$ cat src/rtl/bits_pkg.sv
// Shared constants and helpers for the bit unpacker / repacker pair.
// Latency: n/a (package only).
// Backpressure: n/a.
// Contents: WORD_W, CHUNK_W, LEN_W, FILL_W, ACC_W and len_mask(len) -> CHUNK_W-bit mask of the low len bits.
package bits_pkg;
    localparam int WORD_W  = 32;
    localparam int CHUNK_W = 15;
    localparam int LEN_W   = 4;
    localparam int FILL_W  = 6;
    // The accumulator must hold a 31-bit residue plus one maximal chunk.
    localparam int ACC_W   = WORD_W + CHUNK_W;

    function automatic logic [CHUNK_W-1:0] len_mask(input logic [LEN_W-1:0] len);
        logic [CHUNK_W-1:0] m;
        m = '0;
        for (int i = 0; i < CHUNK_W; i++) begin
            if (i < int'(len)) m[i] = 1'b1;
        end
        return m;
    endfunction
endpackage

$ cat src/rtl/bits_pack_if.sv
// Chunk-in / word-out push bus of the repacker.
// Latency: n/a (wiring only).
// Backpressure: none; push-only in both directions.
// master drives pushin/lenin/datain/flushin and observes pushout/dataout/lenout; slave is the repacker side.
interface bits_pack_if;
    import bits_pkg::*;

    logic                 pushin;
    logic [LEN_W-1:0]     lenin;
    logic [CHUNK_W-1:0]   datain;
    logic                 flushin;
    logic                 pushout;
    logic [WORD_W-1:0]    dataout;
    logic [FILL_W-1:0]    lenout;

    modport master (
        output pushin, lenin, datain, flushin,
        input  pushout, dataout, lenout
    );

    modport slave (
        input  pushin, lenin, datain, flushin,
        output pushout, dataout, lenout
    );
endinterface

$ cat src/rtl/bits_merge.sv
// Combinational barrel insert of a masked chunk into the accumulator at bit position fill.
// Latency: 0 cycles (pure combinational).
// Backpressure: none.
// Ports: acc/fill (current state), data/len (chunk) -> acc_next (acc with chunk OR-ed in), sum (fill + len).
module bits_merge
    import bits_pkg::*;
(
    input  logic [ACC_W-1:0]   acc,
    input  logic [FILL_W-1:0]  fill,
    input  logic [CHUNK_W-1:0] data,
    input  logic [LEN_W-1:0]   len,
    output logic [ACC_W-1:0]   acc_next,
    output logic [FILL_W-1:0]  sum
);
    logic [ACC_W-1:0] ins;

    // Bits of acc at and above fill are always zero, so OR is a clean insert.
    assign ins      = {{(ACC_W-CHUNK_W){1'b0}}, data & len_mask(len)} << fill;
    assign acc_next = acc | ins;
    assign sum      = fill + {{(FILL_W-LEN_W){1'b0}}, len};
endmodule

$ cat src/rtl/bits_pack.sv
// Repacks 0..15-bit chunks (LSB oldest) into 32-bit words; flush emits a zero-padded partial word.
// Latency: 1 cycle from the completing push (or flush) to pushout; a residue behind a full word follows 1 cycle later.
// Backpressure: none; pushout is a single-cycle pulse, dataout/lenout hold between pulses.
// Ports: clk, rst (sync, active-high), bus (bits_pack_if.slave).
module bits_pack
    import bits_pkg::*;
(
    input  logic         clk,
    input  logic         rst,
    bits_pack_if.slave   bus
);
    logic [ACC_W-1:0]  acc_q, acc_d, base_acc, merged, post_acc;
    logic [FILL_W-1:0] fill_q, fill_d, base_fill, sum, post_fill;
    logic [LEN_W-1:0]  eff_len;
    logic              pend_q, pend_d;
    logic              push_q, push_d;
    logic [WORD_W-1:0] dat_q, dat_d;
    logic [FILL_W-1:0] len_q, len_d;
    logic              full;

    // While a residue word is pending, its bits leave this cycle, so a new
    // chunk starts a fresh word at bit 0 instead of merging into the residue.
    always_comb begin
        base_acc  = pend_q ? '0 : acc_q;
        base_fill = pend_q ? '0 : fill_q;
        eff_len   = bus.pushin ? bus.lenin : '0;
    end

    bits_merge u_merge (
        .acc      (base_acc),
        .fill     (base_fill),
        .data     (bus.datain),
        .len      (eff_len),
        .acc_next (merged),
        .sum      (sum)
    );

    always_comb begin
        full      = (sum >= FILL_W'(WORD_W));
        post_acc  = full ? (merged >> WORD_W) : merged;
        post_fill = full ? (sum - FILL_W'(WORD_W)) : sum;

        acc_d  = post_acc;
        fill_d = post_fill;
        pend_d = 1'b0;
        push_d = 1'b0;
        dat_d  = dat_q;
        len_d  = len_q;

        // One output slot per cycle: a pending residue has priority, and a
        // full word can never coincide with it (fresh fill is at most 15).
        if (pend_q) begin
            push_d = 1'b1;
            dat_d  = acc_q[WORD_W-1:0];
            len_d  = fill_q;
        end else if (full) begin
            push_d = 1'b1;
            dat_d  = merged[WORD_W-1:0];
            len_d  = FILL_W'(WORD_W);
        end

        if (bus.flushin && (post_fill != '0)) begin
            if (pend_q || full) begin
                // Slot taken: keep the residue in acc and emit it next cycle.
                pend_d = 1'b1;
            end else begin
                push_d = 1'b1;
                dat_d  = post_acc[WORD_W-1:0];
                len_d  = post_fill;
                acc_d  = '0;
                fill_d = '0;
            end
        end
    end

    always_ff @(posedge clk) begin
        if (rst) begin
            acc_q  <= '0;
            fill_q <= '0;
            pend_q <= 1'b0;
            push_q <= 1'b0;
            dat_q  <= '0;
            len_q  <= '0;
        end else begin
            acc_q  <= acc_d;
            fill_q <= fill_d;
            pend_q <= pend_d;
            push_q <= push_d;
            dat_q  <= dat_d;
            len_q  <= len_d;
        end
    end

    assign bus.pushout = push_q;
    assign bus.dataout = dat_q;
    assign bus.lenout  = len_q;
endmodule

$ cat src/flat_wrapper.sv
// flat-port wrapper written by rule: the top's interface ports become plain ports
module bits_pack_flat import bits_pkg::*;
  (clk, rst, bus_pushin, bus_lenin, bus_datain, bus_flushin, bus_pushout, bus_dataout, bus_lenout);
  bits_pack_if bus_i ();
  input  logic clk;
  input  logic rst;
  input wire logic [$bits(bus_i.pushin)-1:0] bus_pushin;
  input wire logic [$bits(bus_i.lenin)-1:0] bus_lenin;
  input wire logic [$bits(bus_i.datain)-1:0] bus_datain;
  input wire logic [$bits(bus_i.flushin)-1:0] bus_flushin;
  output wire logic [$bits(bus_i.pushout)-1:0] bus_pushout;
  output wire logic [$bits(bus_i.dataout)-1:0] bus_dataout;
  output wire logic [$bits(bus_i.lenout)-1:0] bus_lenout;
  assign bus_i.pushin = bus_pushin;
  assign bus_i.lenin = bus_lenin;
  assign bus_i.datain = bus_datain;
  assign bus_i.flushin = bus_flushin;
  assign bus_pushout = bus_i.pushout;
  assign bus_dataout = bus_i.dataout;
  assign bus_lenout = bus_i.lenout;
  bits_pack u_core (.clk(clk), .rst(rst), .bus(bus_i));
endmodule
$ cat config.mk
export PLATFORM = sky130hd
export DESIGN_NAME = bits_pack_flat
export DESIGN_NICKNAME = d
export VERILOG_FILES = /design/src/rtl/bits_pkg.sv /design/src/rtl/bits_pack_if.sv /design/src/rtl/bits_merge.sv /design/src/rtl/bits_pack.sv /design/src/flat_wrapper.sv
export SDC_FILE = /design/constraint.sdc
export NUM_CORES = 1
export LEC_CHECK = 0
export ABC_AREA = 1
export BUFFER_PORTS_ARGS = -buffer_cell sky130_fd_sc_hd__clkbuf_2
export CORE_ASPECT_RATIO = 2
export CORE_MARGIN = 3
export CORE_UTILIZATION = 56
export CTS_BUF_LIST = sky130_fd_sc_hd__clkbuf_4
export DETAILED_ROUTE_END_ITERATION = 12
export PLACE_DENSITY = 0.79
export SYNTH_ARGS = -nofsm -noshare
export SYNTH_HDL_FRONTEND = slang
export SYNTH_SLANG_ARGS = --single-unit
export TNS_END_PERCENT = 1
$ cat constraint.sdc
create_clock -name clk -period 2.4 [get_ports clk]
set_input_delay 0.36 -clock clk [delete_from_list [all_inputs] [get_ports clk]]
set_output_delay 0.36 -clock clk [all_outputs]
set_load 0.05 [all_outputs]
==> qor.yml <==
status: "finished clean"
port_buffers: 61
detail-route-antenna-nets: 0
timing.clock.skew_ns: 0.0147
combPwrFrac: 0.383
antenna_found_initial: 1
setup_viol: 0
floorplan.initialDensity: 0.578
root_buffer: "clkbuf_4"
arrival_ns: 2.73
crit_top_cell: "nor2_4"
clkTransAtPathRegs_ns: 0.16
finalSetupTns_ns: 0
io_pins: 62
rsz0062_at_grt: "yes"
grt_usage: 0.327
syn_area_um2: 5910
grt_first_pass_wirelength_mm: 30.8
syn_area_per_cell_um2: 6.06
finalHoldViolations: 0
wl_met3_mm: 1.10
place_congestion: 1.03
synth_nets: 1000
place_area_um2: 6870
row_count: 52
crit_path_end_kind: "flip-flop"
cts_made_buffers: 9
critPathMaxStageDelay_ns: 0.42
max_cap_violations: 0
p_int_mw: 2.80
crit_type: "flip-flop to flip-flop"
cp_slowest_cell: "dfxtp_4"
area.growth.synth_to_final_pct: 23.4
path_cells: "buf_6, nor2_4, nand2_2, inv_1, ha_1, inv_1, nand2_2, nor2_4, nand3_2, nor2_4, nor2_8, nand2_8, buf_2, nand3_1, a21oi_1, nor2_1"
ys.flop_type: "dfxtp_1"
drc: 0
synth_cell_type_count: 36
firstDrtPassIters: 9
wl_met2_mm: 10.5
ys_warn_count: 0
finalNonFillerCells: 1223
path_buf_inv: 4
drt_iter0_markers: 614
yosysSeqAreaShare: 0.315
max-vdd-ir-drop_v: 0.000425
final_area_um2: 7290
top_layer: "met4"
nets: 1107
synthArstFlopShare: 0
finalCriticalPeriod_ns: 2.35
cts.sinks: 93
hold_slack_ns: 0.220
pwr-share-seq: 0.376
cts_tree: "done"
grt_pass1_vias: 6414
cts_buffer_depth: 2
fmax_mhz: 426
switching_share: 0.395
routedWlPerCell_um: 16.3
core-area_um2: 10200
p_sw_mw: 1.82
fin_crit_sh: 0.979
path_max_fanout: 6
insertion_delay_ns: 0.47
synthCells: 975
die_y_um: 151
synth_enable_flop_cells: 0
drv_slew: 0
via_per_inst: 5.72
dp_cells: 1200
startpoint_type: "flip-flop"
utilization: 0.713
drive_gt1_frac: 0.201
hold_class: "input pin to flip-flop"
worst_ep_required_time_ns: 2.78
die-area_um2: 11900
grt_max_degree: 41
via_count: 6995
slew_headroom: 0.668
met1_length_mm: 7.14
clockPowerShare: 0.240
crit_family: "simple AND/OR/NAND/NOR gates"
routed_wl_mm: 20.0
die_w_um: 78.6
worst_slew_pin_slew_ns: 0.496
hpwl_mm: 14.9
ys_ff_latch: 93
power.density_nw_per_um2: 634
gr-total-overflow: 0
h-tree-depth: 3
power_leakage_nw: 3.57
[metrics by stage]
step	worst slack (ns)	power, mW
floorplan	0.0180	2.88
global placement	-0.0428	3.40
detailed placement	-0.0543	3.42
CTS	0.00924	4.52
global route	-0.0942	4.84
finish	0.0513	4.62
[metal layers]
layer	global-route usage	up-vias
met5	0	-
met4	0.188	0
met3	0.0357	86
met2	0.603	319
met1	0.354	3167
li1	-	3423
[sequential cells by signal (all words and copies together) (netlist names)]
signal and cells:
u_core.acc_q 47, u_core.bus.pushout 1, u_core.bus.lenout 6, u_core.pend_q 1, u_core.bus.dataout 32, u_core.fill_q 6
[cells by family (layout without fill, tap and decap cells)]
logic type,after synthesis,after routing,synth area share
flops,93,93,0.315
buf+inv,135,246,0.0996
simple gates,628,629,0.473
fa+ha+maj,2,2,0.00424
other cells,1,2,0.000635
compound gates,116,116,0.107
[placed cells by master (no fill, tap or decap), types with 8 or more instances in the layout]
| cell type | Yosys | routed |
|---|---|---|
| nand3_1 | 195 | 193 |
| nor2_1 | 101 | 91 |
| buf_12 | 0 | 12 |
| clkbuf_4 | 0 | 9 |
| nand4_1 | 23 | 23 |
| dfxtp_1 | 93 | 92 |
| o21ai_0 | 34 | 32 |
| a21oi_1 | 55 | 54 |
| buf_4 | 0 | 71 |
| nor2_2 | 3 | 9 |
| inv_1 | 71 | 70 |
| a22oi_1 | 8 | 8 |
| clkbuf_2 | 0 | 61 |
| nand2_2 | 5 | 14 |
| nand2_1 | 281 | 271 |
[synthesized netlist by cell type (5+ instances only)]
library cell,n,share of area
inv_1,71,0.045
a21oi_1,55,0.047
buf_1,6,0.0038
a22oi_1,8,0.010
inv_2,6,0.0038
nand4_1,23,0.024
nor2_1,101,0.064
nand2_2,5,0.0053
clkbuf_1,25,0.016
buf_6,8,0.015
dfxtp_1,93,0.32
o21ai_0,34,0.029
nand2_1,281,0.18
a31oi_1,7,0.0074
buf_2,17,0.014
nand3_1,195,0.17
[path summary, 6_finish.rpt]
| path | from | endpoint | slack (ns) | depth (start not counted) |
|---|---|---|---|---|
| worst max-delay path | u_core.pend_q$_SDFF_PP0_ | u_core.bus.dataout[16]$_SDFF_PP0_ | 0.05 | 16 |
| worst min-delay path | rst | u_core.bus.lenout[4]$_SDFF_PP0_ | 0.22 | 2 |
| worst max register to register | u_core.pend_q$_SDFF_PP0_ | u_core.bus.dataout[16]$_SDFF_PP0_ | 0.05 | 16 |
| worst min register to register | u_core.acc_q[46]$_SDFF_PP0_ | u_core.acc_q[46]$_SDFF_PP0_ | 0.49 | 2 |
[layout make-up]
cell class	count	area [um^2]
Clock inverter	7	123
Clock buffer	9	67.6
Fill cell	953	2930
Multi-Input combinational cell	748	3580
Antenna cell	1	2.50
Sequential cell	93	1870
Tap cell	135	169
Timing Repair Buffer	151	1180
Inverter	79	299
[timing repair]
action,in CTS,in global routing
gates resized for setup,3,41
pin swaps,0,7
setup buffers,0,2
gates cloned,0,4
hold buffers,0,0
setup endpoints to repair,71,89
[power by group through the flow]
| stage | clock (mW) | combinational (mW) | sequential [mW] |
|---|---|---|---|
| after CTS | 1.12 | 1.66 | 1.73 |
| after global routing | 1.17 | 1.93 | 1.75 |
| after detailed placement | 0 | 1.65 | 1.77 |
| after floorplan | 0 | 0.878 | 2.00 |
| after global placement | 0 | 1.64 | 1.76 |
| final | 1.11 | 1.77 | 1.74 |
No activity file was read; power rests on OpenSTA's default activity.
